$ cat src/rtl/ota_ctrl_pkg.sv
// Shared types and sizing helpers for the OTA/comparator sequencer.
package ota_ctrl_pkg;

    typedef enum logic [1:0] {
        IDLE   = 2'd0,
        SETTLE = 2'd1,
        SAMPLE = 2'd2,
        HOLD   = 2'd3
    } state_t;

    // Width that can hold a ones count from 0 up to num_samples without wrapping.
    function automatic int ones_width(input int num_samples);
        return $clog2(num_samples + 1);
    endfunction

    function automatic int count_width(input int settle_cycles, input int num_samples);
        int longest;
        longest = (settle_cycles > num_samples) ? settle_cycles : num_samples;
        return $clog2(longest + 1);
    endfunction

endpackage

$ cat src/rtl/cmp_sync.sv
// Two-flop synchronizer for the asynchronous comparator output of the OTA core.
module cmp_sync (
    input  logic clk,
    input  logic rst,
    input  logic d,
    output logic q
);

    logic meta;

    always_ff @(posedge clk) begin
        if (rst) begin
            meta <= 1'b0;
            q    <= 1'b0;
        end else begin
            meta <= d;
            q    <= meta;
        end
    end

endmodule

$ cat src/rtl/ota_cmp_sequencer.sv
// Sequences the OTA core: enable, settle, majority-sample the comparator,
// then hand the decision over valid/ready; supports one-shot and periodic triggers.
module ota_cmp_sequencer
    import ota_ctrl_pkg::*;
#(
    parameter int SETTLE_CYCLES = 4,
    parameter int NUM_SAMPLES   = 5,
    parameter int PER_W         = 8
) (
    input  logic             clk,
    input  logic             rst,
    input  logic             start,
    input  logic             auto_en,
    input  logic [PER_W-1:0] auto_period,
    input  logic             cmp_out,
    output logic             ota_en,
    output logic             busy,
    output logic             result,
    output logic             result_valid,
    input  logic             result_ready,
    output logic             overrun
);

    localparam int OW = ones_width(NUM_SAMPLES);
    localparam int CW = count_width(SETTLE_CYCLES, NUM_SAMPLES);
    localparam logic [OW-1:0] HALF       = OW'(NUM_SAMPLES / 2);
    localparam logic [CW-1:0] SETTLE_END = CW'(SETTLE_CYCLES - 1);
    localparam logic [CW-1:0] SAMPLE_END = CW'(NUM_SAMPLES - 1);

    state_t           state, state_nx;
    logic [CW-1:0]    cnt, cnt_nx;
    logic [OW-1:0]    ones, ones_nx, ones_sum;
    logic [PER_W-1:0] per_cnt, per_cnt_nx;
    logic             ota_en_nx, result_nx, result_valid_nx, overrun_nx;
    logic             pending, pending_nx;
    logic             cmp_s, auto_tick, consume, drop_start, drop_tick;

    cmp_sync u_cmp_sync (
        .clk (clk),
        .rst (rst),
        .d   (cmp_out),
        .q   (cmp_s)
    );

    assign busy     = (state != IDLE);
    assign ones_sum = ones + OW'(cmp_s);

    // Period counter: a period change is honoured at the next reload, or at
    // once if the counter has already run past the new period.
    always_comb begin
        per_cnt_nx = per_cnt;
        auto_tick  = 1'b0;
        if (!auto_en) begin
            per_cnt_nx = '0;
        end else if (auto_period != '0) begin
            if (per_cnt == auto_period - PER_W'(1)) begin
                auto_tick  = 1'b1;
                per_cnt_nx = '0;
            end else if (per_cnt >= auto_period) begin
                per_cnt_nx = '0;
            end else begin
                per_cnt_nx = per_cnt + PER_W'(1);
            end
        end
    end

    always_comb begin
        state_nx        = state;
        cnt_nx          = cnt;
        ones_nx         = ones;
        ota_en_nx       = ota_en;
        result_nx       = result;
        result_valid_nx = result_valid;
        consume         = 1'b0;
        drop_start      = 1'b0;

        case (state)
            IDLE: begin
                ota_en_nx       = 1'b0;
                result_valid_nx = 1'b0;
                if (start || pending || auto_tick) begin
                    state_nx  = SETTLE;
                    cnt_nx    = '0;
                    ones_nx   = '0;
                    ota_en_nx = 1'b1;
                    consume   = 1'b1;
                end
            end
            SETTLE: begin
                drop_start = start;
                if (cnt == SETTLE_END) begin
                    state_nx = SAMPLE;
                    cnt_nx   = '0;
                end else begin
                    cnt_nx = cnt + CW'(1);
                end
            end
            SAMPLE: begin
                drop_start = start;
                ones_nx    = ones_sum;
                if (cnt == SAMPLE_END) begin
                    result_nx       = (ones_sum > HALF);
                    result_valid_nx = 1'b1;
                    ota_en_nx       = 1'b0;
                    state_nx        = HOLD;
                    cnt_nx          = '0;
                end else begin
                    cnt_nx = cnt + CW'(1);
                end
            end
            HOLD: begin
                if (result_ready) begin
                    result_valid_nx = 1'b0;
                    if (start || pending) begin
                        state_nx  = SETTLE;
                        cnt_nx    = '0;
                        ones_nx   = '0;
                        ota_en_nx = 1'b1;
                        consume   = 1'b1;
                    end else begin
                        state_nx = IDLE;
                    end
                end else begin
                    drop_start = start;
                end
            end
            default: state_nx = IDLE;
        endcase
    end

    // One queued auto trigger is kept while busy; a second one is dropped.
    always_comb begin
        pending_nx = pending;
        drop_tick  = 1'b0;
        if (consume) begin
            pending_nx = 1'b0;
        end
        if (auto_tick && (state != IDLE)) begin
            if (pending && !consume) begin
                drop_tick = 1'b1;
            end else begin
                pending_nx = 1'b1;
            end
        end
        if (!auto_en) begin
            pending_nx = 1'b0;
        end
        overrun_nx = drop_start | drop_tick;
    end

    always_ff @(posedge clk) begin
        if (rst) begin
            state        <= IDLE;
            cnt          <= '0;
            ones         <= '0;
            per_cnt      <= '0;
            pending      <= 1'b0;
            ota_en       <= 1'b0;
            result       <= 1'b0;
            result_valid <= 1'b0;
            overrun      <= 1'b0;
        end else begin
            state        <= state_nx;
            cnt          <= cnt_nx;
            ones         <= ones_nx;
            per_cnt      <= per_cnt_nx;
            pending      <= pending_nx;
            ota_en       <= ota_en_nx;
            result       <= result_nx;
            result_valid <= result_valid_nx;
            overrun      <= overrun_nx;
        end
    end

endmodule

$ cat config.mk
export PLATFORM = sky130hd
export DESIGN_NAME = ota_cmp_sequencer
export DESIGN_NICKNAME = d
export VERILOG_FILES = /design/src/rtl/ota_ctrl_pkg.sv /design/src/rtl/cmp_sync.sv /design/src/rtl/ota_cmp_sequencer.sv
export SDC_FILE = /design/constraint.sdc
export NUM_CORES = 1
export LEC_CHECK = 0
export CAP_MARGIN = 20
export CORE_UTILIZATION = 45
export CTS_CLUSTER_SIZE = 30
export DETAILED_ROUTE_END_ITERATION = 6
export GPL_TIMING_DRIVEN = 0
export PLACE_DENSITY = 0.66
export REMOVE_ABC_BUFFERS = 1
export SLEW_MARGIN = 0
export SYNTH_ARGS = -nofsm -noshare
export SYNTH_HDL_FRONTEND = slang
export SYNTH_SLANG_ARGS = --single-unit
export TNS_END_PERCENT = 5
$ cat constraint.sdc
create_clock -name clk -period 7.29 [get_ports clk]
set_input_delay 1.458 -clock clk [delete_from_list [all_inputs] [get_ports clk]]
set_output_delay 1.458 -clock clk [all_outputs]
set_load 0.01 [all_outputs]
==> run_results.csv <==
group,metric,value,unit
timing,fin_crit_sh,0.5737,
final_layout,fin_cells,283,
logic_synthesis,async_reset_ff_frac,0,
logic_synthesis,synth.area.top_cells,"dfxtp_1, ha_1, nand3_1",
global_routing,grt_pass1_wl,6127,um
cts,htreeDepth,1,
logic_synthesis,ys_seq_area_frac,0.2614,
cts,clock_latency,260,ps
min_path,min_from,"u_cmp_sync.meta",
logic_synthesis,syn_inst,222,
routing,totalWireLength,3516,um
cts,cts_root_buf,"clkbuf_8",
timing,tightest_slew,637.0,ps
die,core_area,0.003716,mm^2
setup_path,timing.reg2reg.worst_path_depth,8,
setup_path,worstPathArrival,4370,ps
cts,postCtsSetupBuffers,0,
die,row_count,22,
logic_synthesis,synth_warnings,0,
timing,clock.fmax,239.1,MHz
cts,hold_buffers,0,
routing,drtIter0Drc,116,
timing,setup_viol,0,
timing,maxSlewHeadroom,0.5740,
setup_path,cp-start-kind,"input pin",
global_routing,antenna_found_initial,0,
setup_path,critPathMaxFanout,11,
setup_path,path_class,"in -> reg",
logic_synthesis,synth.distinct_cells,43,
place,dp_slack,2824,ps
routing,wl_per_cell,12.42,um
global_routing,grt_pass1_vias,1339,
cts,clk_pin_slew,80,ps
global_routing,grt_max_degree,19,
final_layout,antenna_cells,0,
place,hpwlAfterDp,2627,um
die,die_w,64.57,um
die,initial_core_util,0.4741,
timing,slew_violations,0,
run_status,status,"finished, final reports clean",
cts,cts_buffers,3,
final_layout,drive_above_1_share,0.05532,
cts,cts_resized,0,
timing,finClkSkew,1.592,ps
logic_synthesis,synth-main-ff-cell,"dfxtp_1",
timing,hold-worst-slack,441.7,ps
logic_synthesis,synth_largest_area_cell,"dfxtp_1",
logic_synthesis,yosys_register_bits,23,
cts,cts.path.max_buffers,2,
place,place_area,0.001958,mm^2
power,power.leakage,0.8632,nW
global_routing,grtUsageTotal,0.1862,
timing,fin_crit,4182,ps
cts,cts_tree,"built",
place,routabilityCongestion,0.7786,
min_path,hold_class,"reg -> reg",
timing,hold_viol,0,
setup_path,crit_required,7480,ps
timing,worst_slack,3108,ps
die,die-area,0.004169,mm^2
setup_path,r2r-start,"per_cnt[0]",
routing,drt_first_pass_iters,4,
setup_path,cp-end-kind,"flop",
routing,routed-via-count,1558,
logic_synthesis,netlist.area_leader.share,0.2614,
place,post-place-cells,279,
setup_path,worstSetupEndpoint,"ones[2]",
job,drv_cap,0,
routing,vias_per_cell,5.505,
final_layout,stdcell_area,0.002004,mm^2
timing,rsz0062_at_grt,"no",
power,power.density,189.8,mW/mm^2
setup_path,r2r_end,"ones[2]",
die,die_h,64.57,um
routing,ant_nets,0,
logic_synthesis,synth-edff-count,0,
cts,cts.sinks,23,
final_layout,finalNetCount,271,
routing,drc_errors,0,
die,ios,19,
global_routing,grt.overflow.total,0,
timing,tns,0,ps
logic_synthesis,syn_area,0.001762,mm^2
logic_synthesis,avgSynthCellArea,7.936,um^2
final_layout,syn2layout_area_growth,13.78,%
power,irDropWorstVdd,0.1410,mV
place,portBuffers,18,
setup_path,worstSetupStartpoint,"auto_period[0]",
setup_path,rrSetupSlack,4700,ps
[worst max-delay path, cell delays in order]
cell	delay, ps
clkdlybuf4s50_1	540
inv_1	80
ha_1	260
nor2b_1	150
or3_1	340
a31o_1	250
nor4_4	260
a41oi_2	330
or4_1	550
a21oi_1	140
[cells in the final DEF, fill, tap and decap left out, drive strengths merged, types with 2 or more instances in the layout]
cell type / instances
or2: 3
nand4b: 4
clkdlybuf4s50: 18
dfxtp: 23
nand3: 16
xor2: 3
nand2b: 4
o31ai: 2
a31o: 2
clkbuf: 3
o21ai: 16
a41oi: 2
o21a: 2
nor4: 7
xnor2: 7
a21oi: 12
a21o: 3
nor3: 9
mux2i: 2
and3: 8
nor2: 10
or3: 2
nor2b: 7
a211oi: 2
ha: 21
nand2: 19
inv: 18
[layout make-up]
class	instances	area, um^2
clock inverter	1	5.005
inverter	18	67.56
timing repair buffer	18	180.2
sequential	23	460.4
fill	369	1712
multi-input combinational	172	1190
clock buffer	3	41.29
tap	48	60.06
[worst min path at each step]
| stage | endpoint | slack, ps | depth (start not counted) |
|---|---|---|---|
| final | u_cmp_sync.q | 440 | 1 |
| after global routing | u_cmp_sync.q | 460 | 1 |
| after CTS | u_cmp_sync.q | 450 | 1 |
| after detailed placement | u_cmp_sync.q | 430 | 1 |
| after global placement | u_cmp_sync.q | 420 | 1 |
| after floorplan | u_cmp_sync.q | 410 | 1 |
[flip-flops by register name (all words and copies together) (netlist names)]
name and count:
state 2, per_cnt 8, u_cmp_sync.q 1, ota_en 1
result 1, result_valid 1, overrun 1, cnt 3
u_cmp_sync.meta 1, ones 3, pending 1
[cells by family (layout without fill, tap and decap cells)]
kind of cell / count (synthesis) / after routing / share of synthesized area
adders and majority gates: 21 / 21 / 0.1491
AOI/OAI and AO/OA: 46 / 46 / 0.1634
buffers and inverters: 27 / 40 / 0.06321
muxes: 2 / 2 / 0.01136
and+or+nand+nor: 93 / 93 / 0.2976
DFF: 23 / 23 / 0.2614
xor gates and xnor gates: 10 / 10 / 0.05398
[metal layers]
| layer | GRT usage | routed length, um | vias up | share of wire |
|---|---|---|---|---|
| li1 | - | - | 814 | - |
| met1 | 0.2656 | 1876 | 716 | 0.53 |
| met2 | 0.2789 | 1468 | 26 | 0.42 |
| met3 | 0.03169 | 140 | 2 | 0.040 |
| met4 | 0.06667 | 30 | 0 | 0.0085 |
| met5 | 0 | 0 | - | 0 |
[Yosys cell counts (all sizes together) (2+ instances only)]
cell	n
inv	18
and3	8
a21o	3
a41oi	2
xor2	3
o21ai	16
xnor2	7
o21a	2
dfxtp	23
nand4b	4
mux2i	2
or3	2
or2	3
a211oi	2
o31ai	2
buf	6
nor3	9
nand2	19
nor2b	7
a21oi	12
a31o	2
nand2b	4
clkbuf	3
ha	21
nand3	16
nor2	10
nor4	7
[stage by stage]
step | utilization | power (mW)
6_report | 0.5394 | 0.3804
5_1_grt | 0.5394 | 0.4101
4_1_cts | 0.5394 | 0.3847
3_5_place_dp | 0.5269 | 0.3023
3_3_place_gp | 0.5269 | 0.3030
2_1_floorplan | - | 0.2529
[power breakdown]
part           switching [mW]  total [mW]  internal [mW]
Combinational          0.0849       0.155         0.0704
Sequential            0.00911       0.145          0.136
Clock                  0.0421      0.0803         0.0382
Power figures use the tool's default switching activity.
